--- src/rtl/alu_issue_queue.sv ---
// ALU reservation station: DEPTH entries with CDB wakeup; issues the lowest-index ready entry to registered alu_* outputs.
// Latency insert->issue is one edge; rdy_in low freezes everything except flush; dispatch is dropped while full_out is high.
module alu_issue_queue #(
  parameter int DEPTH = 8,
  parameter int TAG_W = 4
) (
  input  logic             clk_in,
  input  logic             rst_in,
  input  logic             rdy_in,
  input  logic             flush_in,
  input  logic             in_valid,
  input  logic [6:0]       in_op,
  input  logic [31:0]      in_vi,
  input  logic [TAG_W-1:0] in_qi,
  input  logic             in_qi_busy,
  input  logic [31:0]      in_vj,
  input  logic [TAG_W-1:0] in_qj,
  input  logic             in_qj_busy,
  input  logic [31:0]      in_imm,
  input  logic [31:0]      in_pc,
  input  logic [TAG_W-1:0] in_rob,
  output logic             full_out,
  input  logic             cdb_valid,
  input  logic [TAG_W-1:0] cdb_tag,
  input  logic [31:0]      cdb_val,
  output logic [6:0]       alu_op,
  output logic [31:0]      alu_vi,
  output logic [31:0]      alu_vj,
  output logic [31:0]      alu_imm,
  output logic [31:0]      alu_pc,
  output logic [TAG_W-1:0] alu_rob
);

  localparam int IW = (DEPTH > 1) ? $clog2(DEPTH) : 1;

  typedef struct packed {
    logic             busy;
    logic [6:0]       op;
    logic [31:0]      vi;
    logic [TAG_W-1:0] qi;
    logic             qi_busy;
    logic [31:0]      vj;
    logic [TAG_W-1:0] qj;
    logic             qj_busy;
    logic [31:0]      imm;
    logic [31:0]      pc;
    logic [TAG_W-1:0] rob;
  } entry_t;

  entry_t           ent_q [DEPTH];
  entry_t           ent_d [DEPTH];
  entry_t           new_ent;
  logic [DEPTH-1:0] busy_vec;
  logic [DEPTH-1:0] ready_vec;
  logic             iss_found;
  logic [IW-1:0]    iss_idx;
  logic [IW-1:0]    free_idx;

  logic [6:0]       alu_op_q, alu_op_d;
  logic [31:0]      alu_vi_q, alu_vi_d;
  logic [31:0]      alu_vj_q, alu_vj_d;
  logic [31:0]      alu_imm_q, alu_imm_d;
  logic [31:0]      alu_pc_q, alu_pc_d;
  logic [TAG_W-1:0] alu_rob_q, alu_rob_d;

  always_comb begin
    busy_vec  = '0;
    ready_vec = '0;
    for (int i = 0; i < DEPTH; i++) begin
      busy_vec[i]  = ent_q[i].busy;
      ready_vec[i] = ent_q[i].busy & ~ent_q[i].qi_busy & ~ent_q[i].qj_busy;
    end
  end

  assign full_out = &busy_vec;

  // Descending scan so the last hit is the lowest index.
  always_comb begin
    iss_found = 1'b0;
    iss_idx   = '0;
    free_idx  = '0;
    for (int i = DEPTH - 1; i >= 0; i--) begin
      if (ready_vec[i]) begin
        iss_found = 1'b1;
        iss_idx   = IW'(i);
      end
      if (!busy_vec[i]) free_idx = IW'(i);
    end
  end

  // Operands whose producer broadcasts in the insert cycle are captured directly.
  always_comb begin
    new_ent         = '0;
    new_ent.busy    = 1'b1;
    new_ent.op      = in_op;
    new_ent.qi      = in_qi;
    new_ent.qj      = in_qj;
    new_ent.imm     = in_imm;
    new_ent.pc      = in_pc;
    new_ent.rob     = in_rob;
    new_ent.vi      = in_vi;
    new_ent.qi_busy = in_qi_busy;
    new_ent.vj      = in_vj;
    new_ent.qj_busy = in_qj_busy;
    if (cdb_valid && in_qi_busy && (cdb_tag == in_qi)) begin
      new_ent.vi      = cdb_val;
      new_ent.qi_busy = 1'b0;
    end
    if (cdb_valid && in_qj_busy && (cdb_tag == in_qj)) begin
      new_ent.vj      = cdb_val;
      new_ent.qj_busy = 1'b0;
    end
  end

  always_comb begin
    for (int i = 0; i < DEPTH; i++) ent_d[i] = ent_q[i];
    alu_op_d  = alu_op_q;
    alu_vi_d  = alu_vi_q;
    alu_vj_d  = alu_vj_q;
    alu_imm_d = alu_imm_q;
    alu_pc_d  = alu_pc_q;
    alu_rob_d = alu_rob_q;
    if (flush_in) begin
      for (int i = 0; i < DEPTH; i++) ent_d[i].busy = 1'b0;
      alu_op_d = 7'd0;
    end else if (rdy_in) begin
      for (int i = 0; i < DEPTH; i++) begin
        if (cdb_valid && ent_q[i].busy && ent_q[i].qi_busy && (ent_q[i].qi == cdb_tag)) begin
          ent_d[i].vi      = cdb_val;
          ent_d[i].qi_busy = 1'b0;
        end
        if (cdb_valid && ent_q[i].busy && ent_q[i].qj_busy && (ent_q[i].qj == cdb_tag)) begin
          ent_d[i].vj      = cdb_val;
          ent_d[i].qj_busy = 1'b0;
        end
      end
      if (iss_found) begin
        alu_op_d             = ent_q[iss_idx].op;
        alu_vi_d             = ent_q[iss_idx].vi;
        alu_vj_d             = ent_q[iss_idx].vj;
        alu_imm_d            = ent_q[iss_idx].imm;
        alu_pc_d             = ent_q[iss_idx].pc;
        alu_rob_d            = ent_q[iss_idx].rob;
        ent_d[iss_idx].busy  = 1'b0;
      end else begin
        alu_op_d = 7'd0;
      end
      // Slot choice uses registered busy bits, so a slot issued this edge is not reused until the next.
      if (in_valid && !full_out) ent_d[free_idx] = new_ent;
    end
  end

  always_ff @(posedge clk_in or posedge rst_in) begin
    if (rst_in) begin
      for (int i = 0; i < DEPTH; i++) ent_q[i] <= '0;
      alu_op_q  <= '0;
      alu_vi_q  <= '0;
      alu_vj_q  <= '0;
      alu_imm_q <= '0;
      alu_pc_q  <= '0;
      alu_rob_q <= '0;
    end else begin
      for (int i = 0; i < DEPTH; i++) ent_q[i] <= ent_d[i];
      alu_op_q  <= alu_op_d;
      alu_vi_q  <= alu_vi_d;
      alu_vj_q  <= alu_vj_d;
      alu_imm_q <= alu_imm_d;
      alu_pc_q  <= alu_pc_d;
      alu_rob_q <= alu_rob_d;
    end
  end

  assign alu_op  = alu_op_q;
  assign alu_vi  = alu_vi_q;
  assign alu_vj  = alu_vj_q;
  assign alu_imm = alu_imm_q;
  assign alu_pc  = alu_pc_q;
  assign alu_rob = alu_rob_q;

endmodule

--- config.mk ---
export PLATFORM = sky130hd
export DESIGN_NAME = alu_issue_queue
export DESIGN_NICKNAME = d
export VERILOG_FILES = /design/src/rtl/alu_issue_queue.sv
export SDC_FILE = /design/constraint.sdc
export NUM_CORES = 2
export LEC_CHECK = 0
export ABC_CLOCK_PERIOD_IN_PS = 57100
export BUFFER_PORTS_ARGS = -buffer_cell sky130_fd_sc_hd__buf_2
export CAP_MARGIN = 5
export CORE_UTILIZATION = 30
export CTS_BUF_LIST = sky130_fd_sc_hd__clkbuf_4
export CTS_CLUSTER_DIAMETER = 120
export DETAILED_ROUTE_END_ITERATION = 10
export PLACE_DENSITY_LB_ADDON = 0.2
export SETUP_SLACK_MARGIN = 0.05
export SYNTH_ARGS = -nofsm -noshare
export SYNTH_HDL_FRONTEND = slang
export SYNTH_SLANG_ARGS = --single-unit
--- constraint.sdc ---
create_clock -name clk_in -period 57.1 [get_ports clk_in]
set_input_delay 2.855 -clock clk_in [delete_from_list [all_inputs] [get_ports clk_in]]
set_output_delay 2.855 -clock clk_in [all_outputs]
set_load 0.01 [all_outputs]
==> impl_metrics.py <==
metrics = {
    "status": {
        "run_status": "completed",
    },
    "cts": {
        "clock_latency_ns": 1.39,
        "clock_sinks": 1339,
        "htreeDepth": 5,
        "clk_pin_slew_ns": 0.06,
        "cts_tree": "built",
        "clockBufferDepth": 4,
        "cts.repair.resized": 0,
        "cts_buffers": 388,
        "holdBufCountCts": 0,
        "cts_root_buffer": "clkbuf_4",
        "post-cts-setup-buffers": 0,
    },
    "floorplan": {
        "num_rows": 167,
        "core_area_um2": 207300,
        "die_h_um": 459.1,
        "initial_core_util_pct": 30.24,
        "die_w_um": 459.1,
        "io_pins": 331,
        "die_area_um2": 210700,
    },
    "sta": {
        "fin_setup_tns_ns": 0,
        "rsz0062_at_grt": "false",
        "hold_viol_final": 0,
        "relSlewSlack_pct": 20.13,
        "setup_ws_ns": 51.12,
        "timing.fmax_mhz": 167.2,
        "setup_viol": 0,
        "clock_skew_ns": 0.1187,
        "fin_crit_ns": 5.980,
        "tightest_slew_ns": 1.198,
        "period_share_pct": 10.47,
        "report.final.slew_viol_count": 0,
    },
    "min_path": {
        "min_delay_path_depth": 2,
        "holdPathEnd": "alu_vj[5]",
        "hp-class": "flip-flop to flip-flop",
        "holdCritStartpoint": "alu_vj[5]",
    },
    "synthesis": {
        "syn_avg_cell_area_um2": 11.56,
        "synth_edf_count": 0,
        "ys.flop_type": "dfrtp_1",
        "async_flop_share_pct": 100.0,
        "ys_types": 61,
        "yosysWarningCount": 0,
        "yosysSeqAreaShare_pct": 53.46,
        "netlist_area_um2": 62670,
        "synthTopCellsByArea": "dfrtp_1 (53%), mux2_2 (13%), o22ai_1 (4.8%)",
        "syn_nets": 5612,
        "synth_top_area_share_pct": 53.46,
        "synth_seq_cells": 1339,
        "postSynthCellCount": 5421,
        "synth_top_cell_by_area": "dfrtp_1",
    },
    "worst_setup_path": {
        "reg2reg_to": "ent_q[379]",
        "endpoint_kind": "output port",
        "path_class": "flip-flop to output port",
        "rrSetupSlack_ns": 52.44,
        "path_max_fanout": 12,
        "worstPathRequired_ns": 54.25,
        "arrival_ns": 3.12,
        "rr_worst_depth": 7,
        "r2r_start": "busy_vec[0]",
        "critPathLaunchType": "flip-flop",
    },
    "cells_and_area": {
        "stdcell_count": 8701,
        "final_nets": 5823,
        "fill_cells": 20993,
        "area_growth_pct": 13.81,
        "multi_input_area_um2": 26960,
        "finish.utilization_pct": 34.41,
        "drive_gt1_share_pct": 32.16,
        "seq_area_um2": 33510,
    },
    "route": {
        "wire_per_inst_um": 29.53,
        "via_count": 52173,
        "wirelength_mm": 257.0,
        "final_antenna_net_count": 0,
        "drt_pass1_iterations": 9,
        "route.detailed.drc": 0,
        "detail_route.vias_per_cell": 5.996,
        "drt_iter0_drc": 6149,
    },
    "grt": {
        "grt_first_pass_wirelength_mm": 376.0,
        "grt_overflow": 0,
        "grt_pass1_vias": 52772,
        "track_usage_pct": 23.87,
        "antenna_found_initial": 63,
        "grt_max_degree": 164,
    },
    "power": {
        "clkPwrFrac_pct": 37.4,
        "sw_frac_of_total_pct": 29.83,
        "finalPower_mw": 2.388,
        "p_seq_share_pct": 48.1,
        "internal_power_mw": 1.676,
        "power.leakage_nw": 31.73,
        "vdd_ir_drop_max_uv": 20.58,
        "powerDensity_nw_per_um2": 33.47,
        "combPwrFrac_pct": 14.5,
        "p_switching_mw": 0.7122,
    },
    "placed_design": {
        "place_ws_ns": 50.27,
        "place_hpwl_mm": 139.7,
        "gp_congestion": 0.8056,
        "portBuffers": 330,
        "dp.cells": 8030,
    },
    "job": {
        "max_cap_violations": 0,
    },
}
[placed cells by master (no fill, tap or decap), types with 17 or more instances in the layout]
cell type	n
o221a_2	59
buf_2	330
mux2_2	728
nand4_1	22
a32o_1	112
buf_4	114
a21oi_1	298
nand3_1	151
o22ai_1	476
a221oi_1	140
dfrtp_1	1339
or3_1	63
clkbuf_4	580
clkinv_1	58
a2bb2oi_1	199
a22oi_1	110
o21ai_0	39
xnor2_1	20
nand2_1	190
a222oi_1	117
a21oi_4	17
diode_2	24
o211a_1	110
nor2_1	267
o211ai_1	111
xor2_1	52
o221ai_1	31
[worst max-delay path, stage by stage, from the launching register on]
cell and delay, ns:
dfrtp_1 0.74, nand4_1 0.29, nor2_1 0.46, buf_2 0.29
[worst max-delay path by stage]
stage,depth (start not counted),startpoint,end
global placement,7,rdy_in,ent_q[835]
CTS,3,busy_vec[0],full_out
floorplan,1,rst_in,asynchronous set/reset pin
global route,3,busy_vec[0],full_out
detailed placement,7,rdy_in,ent_q[988]
finish,3,busy_vec[0],full_out
[through the flow]
stage | hold WS (ns) | area, um2
3_5_place_dp | 0.4896 | 66630
3_3_place_gp | 0.4784 | 66630
6_report | 0.4989 | 71330
2_1_floorplan | 0.4740 | 62670
5_1_grt | 0.5138 | 71310
4_1_cts | 0.5047 | 71270
[cell type report]
| class | instances | area share [%] |
|---|---|---|
| flip-flops and latches | 1339 | 46.97 |
| clock buffers | 580 | 6.104 |
| clock inverters | 67 | 0.3999 |
| repair buffers | 450 | 3.683 |
| well taps | 2788 | 4.890 |
| diodes | 24 | 0.08419 |
| multi-input cells | 3443 | 37.80 |
| inverters | 10 | 0.06315 |
[routing by layer]
layer,global-route usage (%),vias to the layer above,part of all wire [%]
li1,-,21740,-
met1,32.13,27044,42
met2,37.27,2715,46
met3,5.817,612,9.2
met4,8.191,62,2.9
met5,0,-,0.16
[synthesized netlist by cell type (all sizes together) (11+ instances only)]
library cell,n
dfrtp,1339
mux2,728
o22ai,476
clkbuf,385
a21oi,316
nor2,275
buf,244
a2bb2oi,199
nand2,196
nand3,156
a221oi,140
a222oi,117
a32o,112
o211ai,112
o211a,111
a22oi,110
or3,65
o221a,64
xor2,52
o21ai,41
o221ai,31
nand4,24
xnor2,20
or4,15
a31oi,11
[power groups by stage]
stage                     Clock (mW)  Sequential (mW)  Combinational, mW
after detailed placement           0             1.17              0.352
after floorplan                    0             1.16              0.192
after global routing           0.965             1.16              0.381
final                          0.893             1.15              0.346
after CTS                      0.917             1.15              0.354
after global placement             0             1.17              0.347
[cells by family after synthesis]
group,count (synthesis),synth area share [%]
compound gates,1869,22.63
xor+xnor,72,1.006
simple gates,774,5.646
mux,728,13.08
buf+inv,639,4.170
flops,1339,53.46
Power figures use the tool's default switching activity.
